**src/rtl/sc_pointscheduler_pkg.sv**
```systemverilog
// Shared definitions for the point scheduler: FSM encodings and sizing helpers.
package sc_pointscheduler_pkg;

  typedef enum logic [1:0] {
    ST_IDLE  = 2'd0,
    ST_ISSUE = 2'd1,
    ST_GAP   = 2'd2
  } sched_state_e;

  // Width of a requester index / round-robin pointer for n requesters.
  function automatic int unsigned ptr_width(input int unsigned n);
    return (n <= 2) ? 1 : $clog2(n);
  endfunction

  // Saturation value of a w-bit pending counter.
  function automatic int unsigned pend_sat(input int unsigned w);
    return (1 << w) - 1;
  endfunction

endpackage

```
**src/rtl/sc_rr_arbiter.sv**
```systemverilog
// Combinational round-robin pick among NREQ nonzero flags.
// Search starts at ptr+1 and wraps modulo NREQ.
// Ports:
//   nonzero      in  NREQ   requester has work
//   ptr          in  PTR_W  last winner
//   win_onehot_c out NREQ   one-hot winner (0 if none)
//   win_idx_c    out PTR_W  winner index
//   win_valid_c  out 1      some requester selected
import sc_pointscheduler_pkg::*;

module sc_rr_arbiter #(
  parameter int unsigned NREQ  = 4,
  parameter int unsigned PTR_W = 2
) (
  input  logic [NREQ-1:0]  nonzero,
  input  logic [PTR_W-1:0] ptr,
  output logic [NREQ-1:0]  win_onehot_c,
  output logic [PTR_W-1:0] win_idx_c,
  output logic             win_valid_c
);

  logic [PTR_W-1:0] idx;

  // First nonzero flag after the pointer wins.
  always_comb begin
    win_onehot_c = '0;
    win_idx_c    = '0;
    win_valid_c  = 1'b0;
    idx          = '0;
    for (int unsigned k = 1; k <= NREQ; k++) begin
      idx = PTR_W'((32'(ptr) + k) % NREQ);
      if (!win_valid_c && nonzero[idx]) begin
        win_valid_c       = 1'b1;
        win_idx_c         = idx;
        win_onehot_c[idx] = 1'b1;
      end
    end
  end

endmodule

```
**src/rtl/sc_pointscheduler.sv**
```systemverilog
// Round-robin scheduler that queues one-cycle point events per requester and
// feeds the shared point counter one active-low upcount pulse per point,
// with a one-cycle gap between pulses.
// Optional feature macro: SC_POINTSCHEDULER_LIMIT_EN (adds count/done ports and
// stops issuing once the counter reaches POINT_LIMIT).
// Ports:
//   SC_POINTSCHEDULER_CLOCK_50        in   clock, rising edge
//   SC_POINTSCHEDULER_RESET_InLow     in   async active-low reset
//   SC_POINTSCHEDULER_req_InBUS       in   per-requester point pulse
//   SC_POINTSCHEDULER_enable_InHigh   in   issuing allowed
//   SC_POINTSCHEDULER_upcount_OutLow  out  low one cycle per point
//   SC_POINTSCHEDULER_grant_OutBUS    out  one-hot owner of current pulse
//   SC_POINTSCHEDULER_busy_OutHigh    out  work outstanding
//   SC_POINTSCHEDULER_overflow_OutBUS out  sticky per-requester drop flag
//   SC_POINTSCHEDULER_count_InBUS     in   counter value (limit build only)
//   SC_POINTSCHEDULER_done_OutHigh    out  limit reached (limit build only)
import sc_pointscheduler_pkg::*;

module sc_pointscheduler #(
  parameter int unsigned NREQ        = 4,
  parameter int unsigned PEND_W      = 3,
  parameter int unsigned DATAWIDTH   = 8,
  parameter int unsigned POINT_LIMIT = 10
) (
  input  logic            SC_POINTSCHEDULER_CLOCK_50,
  input  logic            SC_POINTSCHEDULER_RESET_InLow,
  input  logic [NREQ-1:0] SC_POINTSCHEDULER_req_InBUS,
  input  logic            SC_POINTSCHEDULER_enable_InHigh,
  output logic            SC_POINTSCHEDULER_upcount_OutLow,
  output logic [NREQ-1:0] SC_POINTSCHEDULER_grant_OutBUS,
  output logic            SC_POINTSCHEDULER_busy_OutHigh,
  output logic [NREQ-1:0] SC_POINTSCHEDULER_overflow_OutBUS
`ifdef SC_POINTSCHEDULER_LIMIT_EN
  ,
  input  logic [DATAWIDTH-1:0] SC_POINTSCHEDULER_count_InBUS,
  output logic                 SC_POINTSCHEDULER_done_OutHigh
`endif
);

  localparam int unsigned PTR_W = ptr_width(NREQ);
  localparam logic [PEND_W-1:0] PEND_MAX = PEND_W'(pend_sat(PEND_W));

  // Reject unsupported configurations at elaboration.
  if (NREQ < 2 || NREQ > 8 || POINT_LIMIT >= (1 << DATAWIDTH)) begin : g_bad_cfg
    $error("sc_pointscheduler: unsupported parameter set");
  end

  sched_state_e      state_q, state_d;
  logic [PEND_W-1:0] pend_q [NREQ];
  logic [PEND_W-1:0] pend_d [NREQ];
  logic [PTR_W-1:0]  ptr_q, ptr_d;
  logic [PTR_W-1:0]  win_idx_q, win_idx_d;
  logic [NREQ-1:0]   grant_d, overflow_d, granted_c, nonzero_c;
  logic              upcount_d, busy_d, limit_hit_c, can_issue_c;
  logic [NREQ-1:0]   arb_onehot_c;
  logic [PTR_W-1:0]  arb_idx_c;
  logic              arb_valid_c;

  // Limit gating: only present in the limit build.
`ifdef SC_POINTSCHEDULER_LIMIT_EN
  assign limit_hit_c = (SC_POINTSCHEDULER_count_InBUS >= DATAWIDTH'(POINT_LIMIT));

  always_ff @(posedge SC_POINTSCHEDULER_CLOCK_50 or negedge SC_POINTSCHEDULER_RESET_InLow) begin
    if (!SC_POINTSCHEDULER_RESET_InLow) SC_POINTSCHEDULER_done_OutHigh <= 1'b0;
    else                                SC_POINTSCHEDULER_done_OutHigh <= limit_hit_c;
  end
`else
  assign limit_hit_c = 1'b0;
`endif

  always_comb begin
    for (int i = 0; i < NREQ; i++) nonzero_c[i] = (pend_q[i] != '0);
  end

  sc_rr_arbiter #(.NREQ(NREQ), .PTR_W(PTR_W)) u_arb (
    .nonzero      (nonzero_c),
    .ptr          (ptr_q),
    .win_onehot_c (arb_onehot_c),
    .win_idx_c    (arb_idx_c),
    .win_valid_c  (arb_valid_c)
  );

  assign can_issue_c = SC_POINTSCHEDULER_enable_InHigh && arb_valid_c && !limit_hit_c;
  // The grant register holds the winner for the whole ISSUE cycle.
  assign granted_c = (state_q == ST_ISSUE) ? SC_POINTSCHEDULER_grant_OutBUS : '0;

  // Next-state, pending counters and registered-output values.
  always_comb begin
    state_d    = state_q;
    ptr_d      = ptr_q;
    win_idx_d  = win_idx_q;
    grant_d    = '0;
    upcount_d  = 1'b1;
    overflow_d = SC_POINTSCHEDULER_overflow_OutBUS;
    pend_d     = pend_q;
    busy_d     = 1'b0;

    case (state_q)
      ST_IDLE, ST_GAP: begin
        if (can_issue_c) begin
          state_d   = ST_ISSUE;
          win_idx_d = arb_idx_c;
          grant_d   = arb_onehot_c;
          upcount_d = 1'b0;
        end else begin
          state_d = ST_IDLE;
        end
      end
      ST_ISSUE: begin
        state_d = ST_GAP;
        ptr_d   = win_idx_q;
      end
      default: state_d = ST_IDLE;
    endcase

    // Request and grant in the same cycle cancel out.
    for (int i = 0; i < NREQ; i++) begin
      case ({SC_POINTSCHEDULER_req_InBUS[i], granted_c[i]})
        2'b10: begin
          if (pend_q[i] == PEND_MAX) overflow_d[i] = 1'b1;
          else                       pend_d[i] = pend_q[i] + PEND_W'(1);
        end
        2'b01:   pend_d[i] = pend_q[i] - PEND_W'(1);
        default: pend_d[i] = pend_q[i];
      endcase
    end

    busy_d = (state_d != ST_IDLE);
    for (int i = 0; i < NREQ; i++) busy_d = busy_d | (pend_d[i] != '0);
  end

  always_ff @(posedge SC_POINTSCHEDULER_CLOCK_50 or negedge SC_POINTSCHEDULER_RESET_InLow) begin
    if (!SC_POINTSCHEDULER_RESET_InLow) begin
      state_q                           <= ST_IDLE;
      ptr_q                             <= PTR_W'(NREQ - 1);
      win_idx_q                         <= '0;
      SC_POINTSCHEDULER_upcount_OutLow  <= 1'b1;
      SC_POINTSCHEDULER_grant_OutBUS    <= '0;
      SC_POINTSCHEDULER_busy_OutHigh    <= 1'b0;
      SC_POINTSCHEDULER_overflow_OutBUS <= '0;
      for (int i = 0; i < NREQ; i++) pend_q[i] <= '0;
    end else begin
      state_q                           <= state_d;
      ptr_q                             <= ptr_d;
      win_idx_q                         <= win_idx_d;
      SC_POINTSCHEDULER_upcount_OutLow  <= upcount_d;
      SC_POINTSCHEDULER_grant_OutBUS    <= grant_d;
      SC_POINTSCHEDULER_busy_OutHigh    <= busy_d;
      SC_POINTSCHEDULER_overflow_OutBUS <= overflow_d;
      for (int i = 0; i < NREQ; i++) pend_q[i] <= pend_d[i];
    end
  end

endmodule
```
**config.mk**
```make
export PLATFORM = sky130hd
export DESIGN_NAME = sc_pointscheduler
export DESIGN_NICKNAME = d
export VERILOG_FILES = /design/src/rtl/sc_pointscheduler_pkg.sv /design/src/rtl/sc_rr_arbiter.sv /design/src/rtl/sc_pointscheduler.sv
export SDC_FILE = /design/constraint.sdc
export NUM_CORES = 1
export LEC_CHECK = 0
export CORE_AREA = 2 2 68 70
export DETAILED_ROUTE_END_ITERATION = 8
export DIE_AREA = 0 0 70 72
export GPL_ROUTABILITY_DRIVEN = 0
export HOLD_SLACK_MARGIN = 0.1
export PLACE_DENSITY = 0.68
export SLEW_MARGIN = 10
export SYNTH_ARGS = -nofsm -noshare
export SYNTH_HDL_FRONTEND = slang
export SYNTH_SLANG_ARGS = --single-unit
```
**constraint.sdc**
```tcl
create_clock -name SC_POINTSCHEDULER_CLOCK_50 -period 2.4 [get_ports SC_POINTSCHEDULER_CLOCK_50]
set_clock_uncertainty 0.2 [all_clocks]
set_input_delay 0.24 -clock SC_POINTSCHEDULER_CLOCK_50 [delete_from_list [all_inputs] [get_ports SC_POINTSCHEDULER_CLOCK_50]]
set_output_delay 0.24 -clock SC_POINTSCHEDULER_CLOCK_50 [all_outputs]
set_load 0.1 [all_outputs]
```
==> results.toml, run 1 <==
[route]
drcViolationCount = 0
vias = 1739
first_pass_iters = 4
via_per_inst = 5.72
drtIter0Drc = 106
antenna_left = 0
detail_route.wl_per_cell_um = 15.2
wl_um = 4640

[synth]
yosysSeqAreaShare_pct = 34.1
synth_enable_flop_cells = 0
synth_flop_cell = "dfrtp_1"
synth-simple-area-share_pct = 18.1
yosysUniqueCellTypes = 42
syn_area_um2 = 2060
synth_xor_area_share_pct = 0
synth_cells = 218
ys_warn_count = 0
syn_nets = 253
muxShareOfSynthArea_pct = 3.64
avgSynthCellArea_um2 = 9.46
synth_top_family_by_area = "compound AO/OA/AOI/OAI gates"
synth_compound_area_share_pct = 22.7
ys_seq_elements = 28
synthAdderAreaFrac_pct = 17.0
synth-async-reset-ratio_pct = 100

[worst_setup_path]
crit_path_end_kind = "flip-flop"
critPathKind = "flip-flop to flip-flop"
reg2reg_to = "SC_POINTSCHEDULER_grant_OutBUS[1]"
crit_fanout = 5
startpoint_type = "flip-flop"
cp.required_ns = 2.38
worstReg2RegStart = "pend_q[9]"
cp.arrival_ns = 2.29
rr_worst_depth = 7
ff2ff_setup_slack_ns = 0.09

[global_routing]
grt_first_pass_wirelength_um = 8080
grt_pass1_vias = 1724
grt_max_degree = 29
antenna_found_initial = 0
grt_use_total_pct = 20.0
overflow = 0

[die]
io_pins = 17
initial_core_util_pct = 48.4
core_area_um2 = 4260
die_w_um = 70
die_area_um2 = 5040
die_h_um = 72
rows = 24

[min_path]
hold_class = "input pin to async pin"

[timing]
fin_tns_setup_ns = 0
rsz0062_at_grt = "yes"
finalHoldViolCount = 0
fmax_ghz = 0.432
holdWs_ns = 0.129
slew_viol_final = 0
relSlewSlack_pct = 70.6
finalCritPeriodShare_pct = 96.4
setup_viol = 0
tightestPinTransition_ns = 0.436
finalCriticalPeriod_ns = 2.31

[clock_network]
cts_tree = "done"
h-tree-depth = 1
cts_root_buffer = "clkbuf_8"
cts_made_buffers = 3
cts.path.max_buffers = 2
clock-sinks = 28
insertion_delay_ns = 0.28
clkTransAtPathRegs_ns = 0.10

[cells_and_area]
drive_gt1_share_pct = 28.2
syn_to_final_growth_pct = 24.4
diodes = 0
design_area_um2 = 2570
nets = 288

[status]
status = "completed"

[placement]
hpwl_um = 3390
placed_cell_area_um2 = 2420
io_buffers = 16

[run]
maxCapViolCount = 0
==> cells in the final DEF, fill, tap and decap left out, types with 6 or more instances in the layout <==
cell type and count:
nand2_1 19, a21boi_0 7, buf_4 29, ha_1 23, a31o_2 6, nor2b_1 7, o21ai_0 15, inv_1 16
clkdlybuf4s50_1 6, dfrtp_1 21, nor2_1 9
==> state kept, by name, indices dropped and copies added (netlist names) <==
signal / cells
SC_POINTSCHEDULER_upcount_OutLow: 1
state_q: 2
SC_POINTSCHEDULER_overflow_OutBUS: 4
ptr_q: 2
SC_POINTSCHEDULER_busy_OutHigh: 1
SC_POINTSCHEDULER_grant_OutBUS: 4
win_idx_q: 2
pend_q: 12
==> what timing repair did <==
| item | 4_1_cts | 5_1_grt |
|---|---|---|
| endpoints found under the setup margin | 1 | 6 |
| resized for setup | 0 | 15 |
| buffers inserted | 0 | 2 |
| hold buffers | 0 | 0 |
| pin swaps | 1 | 3 |
==> stage by stage <==
stage	util (%)	setup slack, ns	std cells
after global placement	56.7	0.0391	298
final	60.2	0.0852	304
after floorplan	-	0.0251	218
after global routing	60.2	-0.00406	304
after detailed placement	56.7	0.00519	298
after CTS	58.4	0.00415	302
==> worst max-delay path by stage <==
stage	startpoint	to	slack [ns]	cells after the start
after floorplan	ptr_q[0]	SC_POINTSCHEDULER_grant_OutBUS[0]	0.03	8
final	pend_q[9]	SC_POINTSCHEDULER_grant_OutBUS[1]	0.09	7
after global routing	ptr_q[0]	win_idx_q[0]	-0.004	7
after global placement	ptr_q[0]	SC_POINTSCHEDULER_grant_OutBUS[2]	0.04	7
after CTS	pend_q[0]	SC_POINTSCHEDULER_grant_OutBUS[2]	0.004	7
after detailed placement	SC_POINTSCHEDULER_req_InBUS[2]	SC_POINTSCHEDULER_busy_OutHigh	0.005	8
==> cell families (layout without fill, tap and decap cells) <==
| logic type | count (synthesis) | after routing |
|---|---|---|
| AO/OA/AOI/OAI | 64 | 64 |
| adder cells (fa/ha/maj) | 28 | 28 |
| buffers and inverters | 24 | 58 |
| flip-flops | 28 | 28 |
| multiplexers | 5 | 5 |
| AND/OR/NAND/NOR | 69 | 69 |
==> cells in the mapped netlist, types with 4 or more instances <==
| master | number | area (um^2) |
|---|---|---|
| nor3_1 | 6 | 30.0 |
| ha_1 | 28 | 350 |
| o211ai_1 | 5 | 37.5 |
| and2_1 | 5 | 31.3 |
| nand2b_1 | 5 | 31.3 |
| nand2_1 | 19 | 71.3 |
| a31oi_1 | 5 | 31.3 |
| nor3b_1 | 5 | 37.5 |
| a31o_2 | 6 | 52.6 |
| o31a_1 | 4 | 35.0 |
| dfrtp_1 | 25 | 626 |
| nor2b_1 | 8 | 50.1 |
| nor2_1 | 9 | 33.8 |
| a32o_1 | 4 | 40.0 |
| inv_1 | 18 | 67.6 |
| o21ai_0 | 18 | 90.1 |
| a21boi_0 | 7 | 52.6 |
==> worst max-delay path, stage by stage, from the launching register on <==
cell      delay (ns)
dfrtp_1         0.43
inv_2           0.06
ha_2            0.19
nor2b_1         0.15
mux4_2          0.51
a21boi_4        0.18
a32o_2          0.27
o31a_1          0.23
==> layout make-up <==
class | count | area, um^2
Clock inverter | 1 | 30.0
Inverter | 19 | 73.8
Fill cell | 403 | 1700
Tap cell | 52 | 65.1
Sequential cell | 28 | 709
Timing Repair Buffer | 35 | 278
Clock buffer | 3 | 41.3
Multi-Input combinational cell | 166 | 1370
==> routing by layer <==
layer  up-vias  wire length [um]  track usage (%)
li1        859                 -                -
met1       832              2170             26.8
met2        41              2170             33.5
met3         7               227             3.33
met4         0                70             6.20
met5         -                 0                0
Power of run 1 is left out: the tool's default activity adds up to more than one toggle a clock period on the data nets, which glitch-free logic cannot reach.
==> run 2: changes to the inputs <==
Settings changed: TNS_END_PERCENT from default to 50.
==> run 2 against run 1 <==
Clock-buffer cell count unchanged. Register-to-register slack got worse by 0.02 ns. Utilization grew 0.50 points. Die area unchanged. First-iteration DRC count down 27%. Sequential share of layout area down 0.37 points. Cell count increased by 1.6%. Critical path depth unchanged. Cell area grew 0.83%. Critical endpoint is now SC_POINTSCHEDULER_grant_OutBUS[0]. Non-clock buffer count rose by 5. Worst setup slack worse by 0.023 ns.
==> results.toml, run 2 (same netlist as run 1, synthesis figures left out) <==
[status]
status = "completed"

[worst_setup_path]
cp.arrival_ns = 2.30
critPathSlowestCell = "dfstp_2"
crit_fanout = 8
critPathKind = "flip-flop to flip-flop"
reg2reg_to = "SC_POINTSCHEDULER_grant_OutBUS[0]"
worstReg2RegStart = "ptr_q[0]"
crit_path_end_kind = "flip-flop"
path_cells = "inv_4 > ha_4 > and4bb_2 > a31oi_4 > a21oi_2 > and2_1 > o31a_1"
rr_worst_depth = 7
critPathMaxStageDelay_ns = 0.57
ff2ff_setup_slack_ns = 0.06
startpoint_type = "flip-flop"
cp_num_buf_inv = 1
cp.required_ns = 2.37
cp.depth = 7
cpLargestDelayFamily = "compound AO/OA/AOI/OAI gates"

[route]
wl_um = 4550
drtIter0Drc = 77
first_pass_iters = 4
drcViolationCount = 0
vias = 1757
antenna_left = 0
detail_route.wl_per_cell_um = 14.7
via_per_inst = 5.69

[timing]
timing.final.ws_setup_ns = 0.0622
finalCritPeriodShare_pct = 97.4
finalHoldViolCount = 0
relSlewSlack_pct = 54.8
fin_tns_setup_ns = 0
fmax_ghz = 0.428
slew_viol_final = 0
finalCriticalPeriod_ns = 2.34
tightestPinTransition_ns = 0.676
setup_viol = 0
rsz0062_at_grt = "yes"

[cells_and_area]
layout_commonest_cell = "buf_4"
diodes = 0
final_cell_mix = "33 x buf_4, 25 x ha_1, 24 x dfrtp_1"
reg_top3 = "pend_q x12, SC_POINTSCHEDULER_grant_OutBUS x4, SC_POINTSCHEDULER_overflow_OutBUS x4"
nets = 293
seqCellArea_um2 = 706
syn_to_final_growth_pct = 25.4
finalNonFillerCells = 309
largest-register = "pend_q"
largest_reg_flops = 12
nFillCells = 370
multiInputGateArea_um2 = 1340
drive_gt1_share_pct = 26.8

[die]
die_h_um = 72
die_w_um = 70
io_pins = 17
die_area_um2 = 5040
initial_core_util_pct = 48.4
core_area_um2 = 4260
rows = 24

[clock_network]
cts.path.max_buffers = 2
h-tree-depth = 1
insertion_delay_ns = 0.28
clkTransAtPathRegs_ns = 0.10
cts_made_buffers = 3
cts.hold.buffers_added = 0
cts_root_buffer = "clkbuf_8"
cts_tree = "done"
clock-sinks = 28

[min_path]
hold_class = "input pin to async pin"

[placement]
io_buffers = 16
hpwl_um = 3440
dpl.cell_count = 302
place_worst_setup_slack_ns = 0.0334

[global_routing]
grt_first_pass_wirelength_um = 7690
grt_use_total_pct = 18.8
overflow = 0
grt_pass1_vias = 1651
grt_max_degree = 18
antenna_found_initial = 0

[run]
maxCapViolCount = 0
## run 2: cell types whose count changed in the layout (fill, tap and decap cells not counted), sizes merged
cell | previous run | this run
buf | 29 | 34
## run 2: how the worst max path moves through the flow
stage,startpoint,to,slack [ns]
CTS,state_q[0],SC_POINTSCHEDULER_busy_OutHigh,0.03
global placement,SC_POINTSCHEDULER_req_InBUS[2],SC_POINTSCHEDULER_busy_OutHigh,0.05
finish,ptr_q[0],SC_POINTSCHEDULER_grant_OutBUS[0],0.06
floorplan,SC_POINTSCHEDULER_grant_OutBUS[0],SC_POINTSCHEDULER_busy_OutHigh,-0.02
global route,ptr_q[0],win_idx_q[0],-0.03
detailed placement,SC_POINTSCHEDULER_req_InBUS[2],SC_POINTSCHEDULER_busy_OutHigh,0.03
## run 2: what timing repair did
item,4_1_cts,5_1_grt
buffers inserted,0,3
setup endpoints to repair,0,6
resized for setup,0,9
## run 2: metal layers
metal | vias up | part of all wire [%] | wire length [um] | global-route usage, %
li1 | 868 | - | - | -
met1 | 841 | 48 | 2190 | 27.3
met2 | 44 | 46 | 2110 | 30.6
met3 | 4 | 4.9 | 224 | 2.22
met4 | 0 | 0.57 | 26 | 4.27
met5 | - | 0 | 0 | 0
## run 2: cell type report
class	instances	share of cell area (%)
clock buffer	3	1.60
tap	52	2.51
sequential	28	27.3
timing repair buffer	40	12.7
clock inverter	1	1.16
multi-input combinational	166	51.9
inverter	19	2.85
## run 2: stage by stage
| stage | hold slack, ns | instance area (um^2) | utilization (%) |
|---|---|---|---|
| 2_1_floorplan | -0.256 | 2110 | - |
| 3_3_place_gp | 0.256 | 2460 | 57.6 |
| 3_5_place_dp | 0.259 | 2460 | 57.6 |
| 4_1_cts | 0.182 | 2530 | 59.3 |
| 5_1_grt | 0.216 | 2590 | 60.7 |
| 6_report | 0.163 | 2590 | 60.7 |
## run 2: worst register-to-register path: stages (launching register included)
cell and delay (ns):
dfstp_2 0.57, inv_4 0.07, ha_4 0.32, and4bb_2 0.26
a31oi_4 0.22, a21oi_2 0.14, and2_1 0.19, o31a_1 0.27
Power of run 2 is left out for the same reason.
